==> config.mk <==
export PLATFORM = sky130hd
export DESIGN_NAME = icache_fill_unit
export DESIGN_NICKNAME = d
export VERILOG_FILES = /design/src/rtl/icache_def.sv /design/src/rtl/icache_data_array.sv /design/src/rtl/icache_fill_unit.sv
export SDC_FILE = /design/constraint.sdc
export NUM_CORES = 1
export LEC_CHECK = 0
export CORE_AREA = 5 5 317 319
export CTS_CLUSTER_DIAMETER = 120
export DETAILED_ROUTE_END_ITERATION = 12
export DIE_AREA = 0 0 322 324
export GPL_TIMING_DRIVEN = 0
export PLACE_DENSITY = 0.76
export SYNTH_ARGS = -nofsm -noshare
export SYNTH_HDL_FRONTEND = slang
export SYNTH_HIERARCHICAL = 1
export SYNTH_SLANG_ARGS = --single-unit
==> constraint.sdc <==
create_clock -name clk -period 4.3 [get_ports clk]
set_clock_uncertainty 0.1 [all_clocks]
set_input_delay 0.86 -clock clk [delete_from_list [all_inputs] [get_ports clk]]
set_output_delay 0.86 -clock clk [all_outputs]
set_load 0.05 [all_outputs]
==> src/rtl/icache_def.sv <==
// -----------------------------------------------------------------------------
// icache_def
// Shared definitions for the instruction-cache fill unit: geometry constants,
// derived field widths, FSM state encoding, the fetch-address field split and
// a helper that breaks a halfword address into tag/index/offset.
// -----------------------------------------------------------------------------
package icache_def;

  localparam int NUM_LINES  = 16;
  localparam int LINE_WORDS = 4;

  localparam int IDX_W = $clog2(NUM_LINES);
  localparam int OFF_W = $clog2(LINE_WORDS);
  // Bit 0 of the byte address never selects anything (halfword granularity).
  localparam int TAG_W = 16 - IDX_W - OFF_W - 1;

  localparam logic [OFF_W-1:0] LAST_WORD = OFF_W'(LINE_WORDS - 1);

  typedef enum logic [1:0] {
    IC_IDLE = 2'd0,
    IC_FILL = 2'd1,
    IC_DONE = 2'd2
  } icache_state_t;

  typedef struct packed {
    logic [TAG_W-1:0] tag;
    logic [IDX_W-1:0] index;
    logic [OFF_W-1:0] offset;
  } icache_addr_t;

  // Split a halfword address (byte address without bit 0) into its fields.
  function automatic icache_addr_t split_addr(input logic [14:0] hw_addr);
    icache_addr_t fields;
    fields.offset = hw_addr[OFF_W-1:0];
    fields.index  = hw_addr[OFF_W+IDX_W-1:OFF_W];
    fields.tag    = hw_addr[14:OFF_W+IDX_W];
    return fields;
  endfunction

endpackage

==> src/rtl/icache_data_array.sv <==
// -----------------------------------------------------------------------------
// icache_data_array
// Instruction storage: NUM_LINES lines of LINE_WORDS 16-bit halfwords.
// Ports:
//   clk              clock for the write port
//   we               write enable
//   windex, woffset  line / halfword selected for writing
//   wdata            halfword written
//   rindex, roffset  line / halfword selected for the asynchronous read
//   rdata            halfword read (combinational)
// -----------------------------------------------------------------------------
module icache_data_array
  import icache_def::*;
(
  input  logic             clk,
  input  logic             we,
  input  logic [IDX_W-1:0] windex,
  input  logic [OFF_W-1:0] woffset,
  input  logic [15:0]      wdata,
  input  logic [IDX_W-1:0] rindex,
  input  logic [OFF_W-1:0] roffset,
  output logic [15:0]      rdata
);

  logic [15:0] mem [NUM_LINES*LINE_WORDS];

  // Synchronous write of one returned halfword.
  always_ff @(posedge clk) begin
    if (we) begin
      mem[{windex, woffset}] <= wdata;
    end
  end

  assign rdata = mem[{rindex, roffset}];

endmodule

==> src/rtl/icache_fill_unit.sv <==
// -----------------------------------------------------------------------------
// icache_fill_unit
// Direct-mapped read-only instruction cache. Hits return in the same cycle;
// a miss stalls fetch while the whole line is burst-read from instruction
// memory in order (word 0 first), followed by one bubble cycle before the
// lookup is retried.
// Ports:
//   clk, rst      clock, synchronous active-high reset
//   fetch_addr    byte address of the instruction (bit 0 ignored)
//   fetch_req     fetch stage requests an instruction this cycle
//   instr         instruction on a hit, 16'h0000 otherwise
//   instr_valid   hit this cycle
//   icache_stall  fetch must hold its PC
//   mem_req       read request to instruction memory, held until mem_rvalid
//   mem_addr      byte address of the requested halfword
//   mem_rdata     returned halfword
//   mem_rvalid    mem_rdata valid; one beat consumed per cycle it is high
// -----------------------------------------------------------------------------
module icache_fill_unit
  import icache_def::*;
(
  input  logic        clk,
  input  logic        rst,
  input  logic [15:0] fetch_addr,
  input  logic        fetch_req,
  output logic [15:0] instr,
  output logic        instr_valid,
  output logic        icache_stall,
  output logic        mem_req,
  output logic [15:0] mem_addr,
  input  logic [15:0] mem_rdata,
  input  logic        mem_rvalid
);

  icache_addr_t         fa;
  icache_state_t        state;
  logic [NUM_LINES-1:0] valid;
  logic [TAG_W-1:0]     tag_arr [NUM_LINES];
  logic [TAG_W-1:0]     miss_tag;
  logic [IDX_W-1:0]     miss_index;
  logic [OFF_W-1:0]     counter;
  logic                 hit;
  logic                 fill_we;
  logic                 last_beat;
  logic [15:0]          rd_data;
  logic                 unused_bit0;

  assign fa          = split_addr(fetch_addr[15:1]);
  assign unused_bit0 = fetch_addr[0];

  assign fill_we   = (state == IC_FILL) && mem_rvalid;
  assign last_beat = fill_we && (counter == LAST_WORD);

  icache_data_array u_data (
    .clk     (clk),
    .we      (fill_we),
    .windex  (miss_index),
    .woffset (counter),
    .wdata   (mem_rdata),
    .rindex  (fa.index),
    .roffset (fa.offset),
    .rdata   (rd_data)
  );

  // Zero-cycle hit detection; lookups only happen while the FSM is idle.
  always_comb begin
    hit = 1'b0;
    if (fetch_req && (state == IC_IDLE) && valid[fa.index] &&
        (tag_arr[fa.index] == fa.tag)) begin
      hit = 1'b1;
    end else begin
      hit = 1'b0;
    end
  end

  // Fetch-side outputs derived from the hit result and FSM state.
  always_comb begin
    instr_valid  = hit;
    icache_stall = (fetch_req && !hit) || (state != IC_IDLE);
    if (hit) begin
      instr = rd_data;
    end else begin
      instr = 16'h0000;
    end
  end

  // Tag store: written once the final beat of a line has arrived.
  always_ff @(posedge clk) begin
    if (last_beat) begin
      tag_arr[miss_index] <= miss_tag;
    end
  end

  // Line-fill FSM with registered memory request and address.
  always_ff @(posedge clk) begin
    if (rst) begin
      state      <= IC_IDLE;
      valid      <= {NUM_LINES{1'b0}};
      counter    <= {OFF_W{1'b0}};
      miss_tag   <= {TAG_W{1'b0}};
      miss_index <= {IDX_W{1'b0}};
      mem_req    <= 1'b0;
      mem_addr   <= 16'h0000;
    end else begin
      case (state)
        IC_IDLE: begin
          if (fetch_req && !hit) begin
            // Line is invalid while it is being overwritten.
            miss_tag          <= fa.tag;
            miss_index        <= fa.index;
            valid[fa.index]   <= 1'b0;
            counter           <= {OFF_W{1'b0}};
            mem_req           <= 1'b1;
            mem_addr          <= {fa.tag, fa.index, {OFF_W{1'b0}}, 1'b0};
            state             <= IC_FILL;
          end
        end
        IC_FILL: begin
          // Without mem_rvalid the request and address simply hold.
          if (last_beat) begin
            valid[miss_index] <= 1'b1;
            mem_req           <= 1'b0;
            state             <= IC_DONE;
          end else if (mem_rvalid) begin
            counter  <= counter + {{(OFF_W-1){1'b0}}, 1'b1};
            mem_addr <= mem_addr + 16'd2;
          end
        end
        IC_DONE: begin
          state <= IC_IDLE;
        end
        default: begin
          state   <= IC_IDLE;
          mem_req <= 1'b0;
        end
      endcase
    end
  end

endmodule

[After elaboration in Yosys (flattened, before gate mapping)]
Memories as Yosys holds them, arrays and structs flattened.
Index checks and enable logic that the tools add are counted.
Word-level totals
  word-level logic and storage cells: 74
  memory bits (writable): 1168
  bits of input ports: 36
  register bits: 50
  memories: 2
Memory list
  u_data.mem: depth 64, bits a word 16, read ports 1, clocked after memory_dff 0, wr ports 1, line icache_data_array.sv:25  | logic [15:0] mem [NUM_LINES*LINE_WORDS];
  tag_arr: depth 16, bits a word 9, read ports 1, clocked after memory_dff 0, wr ports 1, line icache_fill_unit.sv:38  | logic [TAG_W-1:0] tag_arr [NUM_LINES];
Cells by class
  reduce and logical (&&, ||, !) cells: 18
  add/sub/neg operators: 2
  muxes and demuxes: 29
  eq/ne operators: 8
  bitwise operators: 4
  $lt $le $gt $ge: 4
Operators with widths (number)
  $mux 16: 6
  $pmux 16 s2: 2
  $add 16x2->16 const B: 1
  $and 16x16->16: 1
  $not 16->16: 1
  $or 16x16->16: 1
  $lt 4x5->1 const B: 2
  $mux 1: 10
  $mux 2: 5
  $eq 9x9->1: 1
  $demux 1 s4: 2
  $ge 4x1->1 const B: 2
  $logic_and 1x1->1: 8
  $pmux 2 s2: 2
  $ne 2x2->1 const B: 3
  $reduce_and 3->1: 2
  $bmux 1 s4: 1
  $eq 2x2->1 const B: 2
  $reduce_and 2->1: 2
  $reduce_and 4->1: 1
  $reduce_bool 2->1: 2
  $pmux 1 s3: 1
  $add 2x1->2 const B: 1
  $eq 2x1->1 const B: 1
  other kinds (5): 5

[Longest topological paths before layout]
Gate-level depths: netlist (run 1).
  depth after elaboration: 9
  gate-level depth with buffers: 14

[Cells and area by module]
The synthesis (run 1) kept the hierarchy.
By module, submodules not included
  icache_data_array: area each 39721.8 um^2, cells each 1813, times used 1, seq. area each 30749.5 um^2
  icache_fill_unit: area each 8562.0 um^2, cells each 636, times used 1, seq. area each 5305.1 um^2

[Least setup slack after synthesis (run 1)]
No wires, ideal clock.
  kind: in2out
  start point: in fetch_addr[4]
  end point: out icache_stall
  data arrival time: 3980 ps
  buffers on the path: 3
  cell stages on the path: 10
  slack: -640 ps
  cells stage by stage: buf_6 buf_6 mux4_2 and4_1 nor4_1 nand3_1 nand4_1 nor3_2 clkbuf_1 o21ai_0
On the way
  word-level cells in the longest chain between the ends: 8
  elaborated cells on any way between the ends: 10
RTL lines
  start: declaration: line icache_fill_unit.sv:24  | input logic [15:0] fetch_addr,
  branches (longest 3 deep; another with $mem_v2 16x9)
  $logic_and 1x1->1 *: line icache_fill_unit.sv:68  | if (fetch_req && (state == IC_IDLE) && valid[fa.index] &&
  $mux 1 *: line icache_fill_unit.sv:68
  named net instr_valid: line icache_fill_unit.sv:27  | output logic instr_valid,
  $logic_not 1->1 *: line icache_fill_unit.sv:79  | icache_stall = (fetch_req && !hit) || (state != IC_IDLE);
  $logic_and 1x1->1 *: line icache_fill_unit.sv:79
  $logic_or 1x1->1 *: line icache_fill_unit.sv:79
  end: declaration: line icache_fill_unit.sv:28  | output logic icache_stall,
Mark *: on every way through the listed nets, which the timed path passes. The select of a mux whose other input is x is not followed.

[Worst setup path after layout (run 1)]
  start point: in fetch_addr[3]
  end point: out instr[1]
On the way
  elaborated cells on any way between the ends: 9
RTL lines
  $mem_v2 64x16
  named net rd_data[1]: line icache_fill_unit.sv:45  | logic [15:0] rd_data;
  $mux 16: line icache_fill_unit.sv:80  | if (hit) begin
  end: declaration: line icache_fill_unit.sv:26  | output logic [15:0] instr,
The timed path passes the listed nets, and every way through them passes these cells. The select of a mux whose other input is x is not followed.

==> impl_metrics.tcl, run 1 <==
set metrics [dict create \
    status "complete, but fails checks" \
    failed_checks "negative setup slack" \
    n_fill_cell 6835 \
    dp_cells 3859 \
    routedWlPerCell_um 30.6 \
    initialDrtViolationCount 4005 \
    r2r_start "state[0]" \
    via_per_inst 6.46 \
    end_kind "primary output" \
    slew_headroom_pct 14.2 \
    hold_viol 0 \
    powerDensity_nw_per_um2 437 \
    synth_edf_count 1168 \
    area_growth_pct 16.9 \
    synth_top_area_share_pct 72.6 \
    hp-class "input pin to register" \
    rows 115 \
    grt_pass1_wl_mm 181 \
    final_area_um2 56400 \
    grt_max_degree 61 \
    multiInputGateArea_um2 11900 \
    clock-root-buffer "clkbuf_16" \
    drc 0 \
    synth_ff_type "edfxtp_1" \
    clock_latency_ps 700 \
    die_w_um 322 \
    netlist_top_cells_count "edfxtp_1, mux4_2, mux2i_1, nor2_1, nand2_1" \
    final_nets 2752 \
    fin_crit_sh_pct 105 \
    cts.sinks 1217 \
    core_um2 97600 \
    cellLeakagePower_nw 18.2 \
    max-cap-violations 0 \
    yosysWarnings 6 \
    startpoint_type "input pin" \
    rsz0062_at_grt "true" \
    ios 71 \
    place_area_um2 51600 \
    cts_buffers 115 \
    die-area_um2 104000 \
    reg2reg_depth 7 \
    path_class "input pin to primary output" \
    async_reset_ff_share_pct 0 \
    synth_cells 2449 \
    clk_pin_slew_ps 60 \
    dr_total_vias 26500 \
    final_cell_count_no_fill 4099 \
    finalSetupViolCount 18 \
    finalMaxSlewViolations 0 \
    synth.largest_area_cell "edfxtp_1" \
    dpl_worst_slack_ps -3040 \
    synth.most_common_cell "edfxtp_1" \
    synth.area.top_cells "edfxtp_1, mux4_2, mux2i_1" \
    whs_path_depth 1 \
    setup_ws_ps -209 \
    portBuffers 65 \
    cts_hold_buf 0 \
    required_ps 3340 \
    clockBufferDepth 3 \
    syn_avg_cell_area_um2 19.7 \
    rr_endpoint "u_data/mem[46][9]" \
    antenna_left 0 \
    worstMarginPinSlew_ps 1280 \
    grt_pass1_vias 26300 \
    drt_pre_antenna_iters 6 \
    antenna_found_initial 2 \
    diodes 0 \
    die_y_um 324 \
    setup_tns_ps -2350 \
    holdWs_ps 329 \
    start_util_pct 49.5 \
    hpwl_mm 83.0 \
    htree_levels 3 \
    rrSetupSlack_ps 420 \
    worstPathArrival_ps 3550 \
    ys_ff_latch 1217 \
    grt_use_total_pct 23.7 \
    max_freq_ghz 0.222 \
    holdPathEnd "u_data/mem[31][6]" \
    drive_above_1_share_pct 28.8 \
    ys_types 71 \
    period_minus_slack_ps 4510 \
    regArea_um2 36100 \
    ys_seq_area_share_pct 74.7 \
    synth.cell_area_um2 48300 \
    gr-total-overflow 0 \
    gp_congestion 0.952 \
    vdd_drop_max_mv 0.402 \
    syn_nets 2487 \
    min_from "mem_rdata[6]" \
    cp_max_fo 10 \
    wl_mm 125 \
    cts_tree "done" \
]
==> power breakdown <==
| group | internal (mW) | switching [mW] |
|---|---|---|
| Clock | 5.71 | 4.29 |
| Sequential | 13.0 | 0.0521 |
| Combinational | 0.590 | 0.980 |
| Total | 19.3 | 5.32 |
==> area by class of cell <==
| class | count | share of cell area, % |
|---|---|---|
| clock buffers | 151 | 5.39 |
| repair buffers | 149 | 3.43 |
| clock inverters | 64 | 1.25 |
| plain buffers | 147 | 2.07 |
| well taps | 1287 | 2.85 |
| inverters | 8 | 0.0532 |
| flip-flops and latches | 1217 | 63.9 |
| multi-input cells | 1076 | 21.1 |
==> worst max-delay path by stage <==
stage | from | endpoint | slack [ps] | cells after the start
6_report | fetch_addr[3] | instr[1] | -210 | 10
5_1_grt | fetch_addr[4] | instr[9] | -260 | 14
4_1_cts | fetch_addr[4] | instr[13] | -230 | 14
3_5_place_dp | fetch_addr[4] | instr[13] | -3040 | 12
3_3_place_gp | fetch_addr[4] | instr[9] | -2930 | 12
2_1_floorplan | fetch_addr[4] | instr[10] | 50 | 8
==> cell usage in the layout (no fill, tap or decap), types with 10 or more instances in the layout <==
master	netlist	layout
nor2_1	129	69
buf_8	4	49
and3_1	13	13
o32ai_1	10	10
buf_12	5	31
clkbuf_1	43	70
buf_6	26	37
mux4_2	238	238
nand3_1	32	27
a31oi_1	21	13
mux2i_1	151	142
a22oi_1	64	60
nor2b_1	36	35
o21ai_0	18	17
mux2_2	30	29
clkbuf_16	0	117
dfxtp_1	49	49
buf_2	41	39
nand4_1	17	17
clkinv_1	1	29
clkinv_2	0	16
clkdlybuf4s50_1	0	26
a21oi_1	41	40
nand2_1	94	93
buf_4	21	50
nor2_2	2	61
edfxtp_1	1168	1168
bufinv_16	0	12
and2_4	0	15
==> layer usage <==
metal	wire length, µm	vias to the layer above	track usage [%]
li1	-	10600	-
met1	44000	13600	31.2
met2	61900	1920	39.1
met3	13300	360	4.73
met4	6270	2	10.3
met5	17	-	0
==> critical path: stages <==
cell and delay (ps):
buf_2 260, buf_2 320, buf_4 310, buf_4 310, mux2i_1 340, nand3_1 330, a31oi_4 350, a311oi_1 90
and2_4 190, buf_8 140
==> cells by family after synthesis <==
logic type	after synthesis	share of synthesized area, %
DFF	1217	74.7
muxes	424	15.2
and+or+nand+nor	395	4.03
AOI/OAI and AO/OA	247	3.77
buffers and inverters	156	2.16
xor gates and xnor gates	7	0.127
adders and majority gates	2	0.0518
other	1	0.00777
==> state kept, by name, summed over array words and instances (netlist names) <==
name / flops
miss_tag: 9
mem_req: 1
miss_index: 4
valid: 16
mem_addr: 15
counter: 2
state: 2
u_data/mem: 1024
tag_arr: 144
==> per-stage QoR <==
step	util (%)	power, mW
after floorplan	-	14.1
after global placement	51.8	14.7
after detailed placement	52.9	14.7
after CTS	57.5	24.7
after global routing	57.8	25.3
final	57.8	24.6
==> repair_timing <==
action | 4_1_cts | 5_1_grt
buffers inserted | 13 | 10
endpoints found under the setup margin | 18 | 18
gates resized for setup | 265 | 59
gates cloned | 2 | 0
pin swaps | 11 | 8
Power figures use the tool's default switching activity.
==> run 2: changes to the inputs <==
- CORE_AREA: 5 5 317 319 -> 5 5 334 336
- DIE_AREA: 0 0 322 324 -> 0 0 339 341
- PLACE_DENSITY: 0.76 -> 0.7
==> run 2 against run 1 <==
Net effect:
- the run still ends with negative setup slack left
- die area up 11%
- global-route usage down 2.6 points
- register-to-register slack worse by 290 ps
- maximum frequency down 0.37%
- clock power about the same
- hold slack better by 4.3 ps
- design area about the same
- critical path type unchanged
- largest power group unchanged
==> impl_metrics.tcl, run 2 (synthesized netlist as in run 1, its figures left out) <==
set metrics [dict create \
    cts_buffers 117 \
    status "complete, but fails checks" \
    rsz0062_at_grt "true" \
    die_w_um 339 \
    startpoint_type "input pin" \
    routedWlPerCell_um 29.6 \
    htree_levels 3 \
    grt_pass1_wl_mm 180 \
    initialDrtViolationCount 3343 \
    clk_pin_slew_ps 60 \
    gp_congestion 0.879 \
    finalMaxSlewViolations 0 \
    r2r_start "state[0]" \
    dpl_worst_slack_ps -2930 \
    antenna_left 0 \
    setup_tns_ps -2630 \
    via_per_inst 6.15 \
    antenna_found_initial 3 \
    path_class "input pin to primary output" \
    hp-class "input pin to register" \
    end_kind "primary output" \
    worstSetupPathDepth 9 \
    ios 71 \
    crit_chain "buf_4 -> clkbuf_4 -> nand2_1 -> clkbuf_2 -> a41oi_2 -> o21ai_0 -> and4_1 -> and2_4 -> buf_8" \
    n_fill_cell 8235 \
    cp-endpoint "instr[14]" \
    die-area_um2 116000 \
    vdd_drop_max_mv 0.388 \
    power_mw 24.9 \
    cts_hold_buf 0 \
    slew_headroom_pct 9.79 \
    finalSetupViolCount 18 \
    max-cap-violations 0 \
    clockBufferDepth 3 \
    rows 121 \
    final_nets 2743 \
    whs_path_depth 1 \
    drive_above_1_share_pct 29.0 \
    rr_endpoint "u_data/mem[46][4]" \
    gr-total-overflow 0 \
    start_util_pct 44.6 \
    drc 0 \
    dr_total_vias 25900 \
    cts.sinks 1217 \
    die_y_um 341 \
    path_delay_family "buffers and inverters" \
    drt_pre_antenna_iters 6 \
    grt_use_total_pct 21.2 \
    reg2reg_depth 7 \
    clock-root-buffer "clkbuf_16" \
    max_freq_ghz 0.221 \
    cp-startpoint "fetch_addr[6]" \
    worstPathBufferInverterCount 4 \
    wl_mm 125 \
    final_common_cell "edfxtp_1" \
    biggestRegsByFlops "u_data/mem (1024), tag_arr (144), valid (16)" \
    largest_reg_flops 1024 \
    clock_latency_ps 700 \
    slowest_delay_ps 430 \
    final_cell_mix "edfxtp_1, mux4_2, mux2i_1" \
    setup_ws_ps -226 \
    portBuffers 65 \
    required_ps 3340 \
    period_minus_slack_ps 4530 \
    rrSetupSlack_ps 130 \
    top_register "u_data/mem" \
    cts_tree "done" \
    core_um2 108000 \
    worst_path_max_delay_cell "clkbuf_2" \
    grt_pass1_vias 25800 \
    area_growth_pct 17.0 \
    fin_crit_sh_pct 105 \
    failed_checks "negative setup slack" \
    powerDensity_nw_per_um2 440 \
    worstPathArrival_ps 3570 \
    cellLeakagePower_nw 18.2 \
    hpwl_mm 83.5 \
    worstMarginPinSlew_ps 1350 \
    hold_viol 0 \
    grt_max_degree 58 \
    cp_max_fo 10 \
]
## run 2: layout make-up
cell class	instances	area, µm²	area share [%]
Sequential cell	1217	36100	63.8
Timing Repair Buffer	138	1800	3.18
Antenna cell	1	2.50	0.00443
Tap cell	1414	1770	3.13
Clock inverter	78	801	1.42
Multi-Input combinational cell	1076	11800	20.9
Buffer	147	1160	2.05
Clock buffer	138	3070	5.43
Inverter	8	30.0	0.0532
## run 2: how the worst min path moves through the flow
stage,from,end,slack (ps)
floorplan,valid[5],valid[5],340
global placement,valid[0],valid[0],350
detailed placement,valid[5],valid[5],360
CTS,mem_rdata[6],u_data/mem[6][6],290
global route,mem_rdata[6],u_data/mem[6][6],320
finish,mem_rdata[6],u_data/mem[6][6],330
## run 2: worst register-to-register path, cell delays in order, from the launching register on
cell      delay (ps)
dfxtp_1          440
nor2b_1          170
clkbuf_1         390
and2_1           480
nor2b_1          360
nand3_1          690
nor2_1           860
buf_4            340
## run 2: per-stage QoR
step | cells | hold slack [ps] | cell area, µm² | util [%]
after detailed placement | 3984 | 363 | 51700 | 47.8
final | 4217 | 333 | 56500 | 52.2
after global placement | 3928 | 354 | 50700 | 46.9
after global routing | 4216 | 319 | 56500 | 52.2
after CTS | 4210 | 285 | 56300 | 52.0
after floorplan | 2449 | 341 | 48300 | -
## run 2: layer usage
metal	global-route usage [%]	share of wire (%)	wire, µm
met5	0	0.010	13
met4	8.08	4.1	5090
met2	35.2	49	61300
met3	4.53	9.6	12000
met1	27.6	37	46500
## run 2: power by group
group          internal, mW  switching [mW]  total (mW)
registers              13.0          0.0484        13.1
logic                 0.576           0.976        1.55
clock network          5.83            4.41        10.2
total                  19.4            5.43        24.9
## run 2: repair_timing
| action | in CTS | in global routing |
|---|---|---|
| pin swaps | 18 | 10 |
| buffers inserted | 9 | 5 |
| endpoints found under the setup margin | 18 | 18 |
| gates cloned | 2 | 0 |
| gates resized for setup | 285 | 16 |
| endpoints found under the hold margin | 0 | 0 |
